`src/rtl/xor_parity_checker_xor_shift_acc.sv`:
```
// MSB-first shift register with a running XOR of every bit shifted in.
// load starts a new frame with din; shift appends din at the LSB.
module xor_shift_acc #(
  parameter int unsigned DATA_W = 8
) (
  input  logic              clk,
  input  logic              reset,
  input  logic              load,
  input  logic              shift,
  input  logic              din,
  output logic [DATA_W-1:0] data,
  output logic              xor_bit
);

  logic [DATA_W-1:0] data_q;
  logic              xor_q;

  always_ff @(posedge clk) begin
    if (reset) begin
      data_q <= '0;
      xor_q  <= 1'b0;
    end else if (load) begin
      data_q <= DATA_W'(din);
      xor_q  <= din;
    end else if (shift) begin
      data_q <= (data_q << 1) | DATA_W'(din);
      xor_q  <= xor_q ^ din;
    end
  end

  assign data    = data_q;
  assign xor_bit = xor_q;

endmodule

```
`config.mk`:
```
export PLATFORM = sky130hd
export DESIGN_NAME = xor_shift_acc
export DESIGN_NICKNAME = d
export VERILOG_FILES = /design/src/rtl/xor_parity_checker_xor_shift_acc.sv
export SDC_FILE = /design/constraint.sdc
export NUM_CORES = 1
export LEC_CHECK = 0
export ABC_CLOCK_PERIOD_IN_PS = 800
export CAP_MARGIN = 20
export CORE_AREA = 2 2 39 41
export CTS_CLUSTER_DIAMETER = 40
export DETAILED_ROUTE_END_ITERATION = 8
export DIE_AREA = 0 0 41 43
export PLACE_DENSITY_LB_ADDON = 0.1
export SLEW_MARGIN = 40
export SYNTH_ARGS = -nofsm -noshare
export SYNTH_HDL_FRONTEND = slang
export SYNTH_SLANG_ARGS = --single-unit
```
`constraint.sdc`:
```
create_clock -name clk -period 0.8 [get_ports clk]
set_input_delay 0.16 -clock clk [delete_from_list [all_inputs] [get_ports clk]]
set_output_delay 0.16 -clock clk [all_outputs]
set_load 0.03 [all_outputs]
```
==> results of run 1 <==
[cell families after synthesis]
| kind of cell | Yosys count | synth area share, % |
|---|---|---|
| AND/OR/NAND/NOR | 13 | 16.9 |
| flip-flops | 9 | 52.9 |
| multiplexers | 7 | 20.6 |
| buffers and inverters | 2 | 3.68 |
| AO/OA/AOI/OAI | 4 | 5.88 |
[cell type report]
type	count	area, um2
repair buffers	25	244
multi-input cells	24	155
clock buffers	4	26.3
fillers	134	747
flip-flops and latches	9	191
well taps	16	20.0
[layer usage]
metal  vias to the layer above  wire [um]  track usage, %
li1                        168          -               -
met3                         2         67            4.71
met4                         0         10            8.00
met1                       153        349            12.5
met2                        11        384            15.3
met5                         -          0               0
[state kept, by name, summed over array words and instances, names as in the netlist]
signal / count
data: 8
xor_bit: 1
[what timing repair did]
| action | in CTS | in global routing |
|---|---|---|
| setup buffers | 8 | 0 |
| gates resized for setup | 22 | 2 |
| pin swaps | 1 | 1 |
| setup endpoints to repair | 18 | 17 |
[worst min-delay path by stage]
stage	startpoint	end	slack, ps	depth (start not counted)
after global routing	reset	xor_bit$_SDFFE_PP0P_	210	3
after floorplan	reset	xor_bit$_SDFFE_PP0P_	220	1
after CTS	load	data[7]$_SDFFE_PP0P_	400	3
after global placement	data[0]$_SDFFE_PP0P_	data[0]$_SDFFE_PP0P_	460	2
final	reset	data[0]$_SDFFE_PP0P_	200	3
after detailed placement	data[0]$_SDFFE_PP0P_	data[0]$_SDFFE_PP0P_	480	2
[through the flow]
step | power, W | worst slack, ps
global route | 0.000993 | -118
detailed placement | 0.000586 | -408
CTS | 0.000952 | -88.8
finish | 0.000941 | -80.9
global placement | 0.000583 | -384
floorplan | 0.000526 | 12.0
[cell usage in the layout (no fill, tap or decap), drive strengths merged]
master	instances
buf	21
or2	1
nand3b	1
nor2	8
nand2	2
o21ai	2
nor2b	1
dfxtp	9
dlymetal6s2s	1
a21oi	2
dlygate4sd2	2
mux2i	7
clkbuf	4
clkdlybuf4s50	1
[power by group through the flow]
stage                     Combinational (W)  Sequential [W]  Clock [W]
after global routing               0.000140        0.000462   0.000391
final                              0.000130        0.000462   0.000349
after detailed placement           0.000113        0.000473          0
after floorplan                   0.0000386        0.000487          0
after CTS                          0.000131        0.000462   0.000359
after global placement             0.000111        0.000472          0
==> summary.txt, run 1 <==
Outcome
  • Status: finished, violations left
  • Failing checks: negative setup slack

Synth
  • Synth async-reset ratio: 0%
  • Yosys warns: 0
  • Distinct cells, synth: 11
  • Post-synth EDFFs: 0
  • Syn avg cell area: 9.72 um2
  • Cell taking the most area after synthesis: dfxtp_1
  • Predominant post-synthesis flop cell: dfxtp_1
  • Commonest cells post-synth: dfxtp_1, nor2_1, mux2i_1
  • Register bit total from synthesis: 9
  • Cell count after synthesis: 35
  • Cell Area, Synth: 340 um2
  • Register area share after synthesis: 52.9%
  • Syn Nets: 40
  • Synth area leaders: dfxtp_1, mux2i_1, nor2_1, a21oi_1, o21ai_0
  • Top cell type's share of synthesized area: 52.9%
  • Most numerous cell in the Yosys netlist: dfxtp_1

Timing
  • Max Clock Skew: 0.199 ps
  • Slew @ Worst Pin: 160 ps
  • Final Slew Violations: 0
  • Max Freq: 1140 MHz
  • Fin crit share: 110%
  • Minimum clock period: 881 ps
  • Final WS setup: -80.9 ps
  • Slew headroom: 89.1%
  • Final-report hold violation count: 0
  • Final setup viols: 9
  • RSZ-0062 raised after global routing: true
  • Hold Slack: 195 ps
  • TNS Setup: -653 ps

Drt
  • DR pass1 iterations: 4
  • Drt via density: 4.28
  • DRT iter0 DRCs: 3
  • DR vias: 334
  • Antenna Nets Post-Route: 0
  • Total detailed-routing wirelength: 812 um
  • DRC Markers: 0
  • WL per Instance: 10.4 um

Critical path
  • CP top delay family: flip-flops
  • Reg-to-Reg End: xor_bit$_SDFFE_PP0P_
  • CP bufs+invs: 1
  • Startpoint Class: register
  • CP Cell Sequence: buf_6
  • R2R Path Start: xor_bit$_SDFFE_PP0P_
  • Stages on worst setup path: 1
  • Required @ worst endpoint: 640 ps
  • Kind of end point of the critical path: output port
  • CP Class: reg2out
  • Crit path DAT: 720 ps
  • CP startpoint: data[5]$_SDFFE_PP0P_
  • Crit path max fanout: 2
  • Worst stage delay on the critical path: 340 ps
  • Slowest CP cell: dfxtp_2
  • Critical Path End: data[5]
  • R2R Setup Slk: 10 ps
  • Reg2reg path depth: 4

Floorplan
  • Row count: 14
  • # IOs: 14
  • Die H: 43 um
  • Die area: 1760 um2
  • Chip width: 41 um
  • Core Area: 1380 um2
  • Initial Util: 24.6%

Final layout
  • Layout area overhead: 87.1%
  • Final Core Density: 46.0%
  • Nets: 68
  • Ratio of cells with drive above 1 in the final layout: 58.1%
  • Final instance area: 637 um2
  • Antenna cells: 0
  • Finished Layout Cells: 78

Clock tree
  • Clock Tree Root: clkbuf_4
  • Num CTS Buffers: 3
  • CTS tree: built
  • Hold buffers post-CTS: 0
  • Clk slew on worst S/H paths: 60 ps
  • Clock buffer depth: 2
  • CTS H-tree lvls: 1
  • Clock Sinks: 9
  • Clock Latency Late Sink: 250 ps

Power and ir drop
  • Clock share of power: 37.1%
  • Reg power frac: 49.1%
  • VDD IR-drop max: 0.000776 V
  • Internal: 0.000722 W
  • Sw Pwr: 0.000219 W
  • Leakage: 0.303 nW
  • Combinational Power Share: 13.8%
  • Power Density: 1480 nW/um2
  • Switching share of power: 23.3%

Global routing
  • Initial antenna violation count: 0
  • Vias in the first global route: 316
  • Largest net degree at the start of global routing: 11
  • GR Util All Layers: 10.9%
  • First-pass GRT wire length: 1260 um
  • Global route total overflow: 0

Placement
  • Final HPWL DP: 566 um
  • DP Area: 499 um2
  • Final RePlAce weighted congestion: 0.619
  • Buffers on Ports: 13
  • Dpl cells: 66

Hold path
  • HP Class: in2reg

Run
  • Max Cap Viol: 0
No activity file was read; power rests on OpenSTA's default activity.
==> run 2: changes to the inputs <==
--- a/config.mk
+++ b/config.mk
@@ -11,6 +11,7 @@
 export CTS_CLUSTER_DIAMETER = 40
 export DETAILED_ROUTE_END_ITERATION = 8
 export DIE_AREA = 0 0 41 43
+export HOLD_SLACK_MARGIN = 0.02
 export PLACE_DENSITY_LB_ADDON = 0.1
 export SLEW_MARGIN = 40
 export SYNTH_ARGS = -nofsm -noshare
==> results of run 2 <==
Same layout as run 1: the final DEF is identical, and so are final timing and power.
==> run 3: changes to the inputs <==
--- a/config.mk
+++ b/config.mk
@@ -9,6 +9,7 @@
 export CAP_MARGIN = 20
 export CORE_AREA = 2 2 39 41
 export CTS_CLUSTER_DIAMETER = 40
+export CTS_CLUSTER_SIZE = 16
 export DETAILED_ROUTE_END_ITERATION = 8
 export DIE_AREA = 0 0 41 43
 export HOLD_SLACK_MARGIN = 0.02
==> results of run 3 <==
Same layout as run 1: the final DEF is identical, and so are final timing and power.
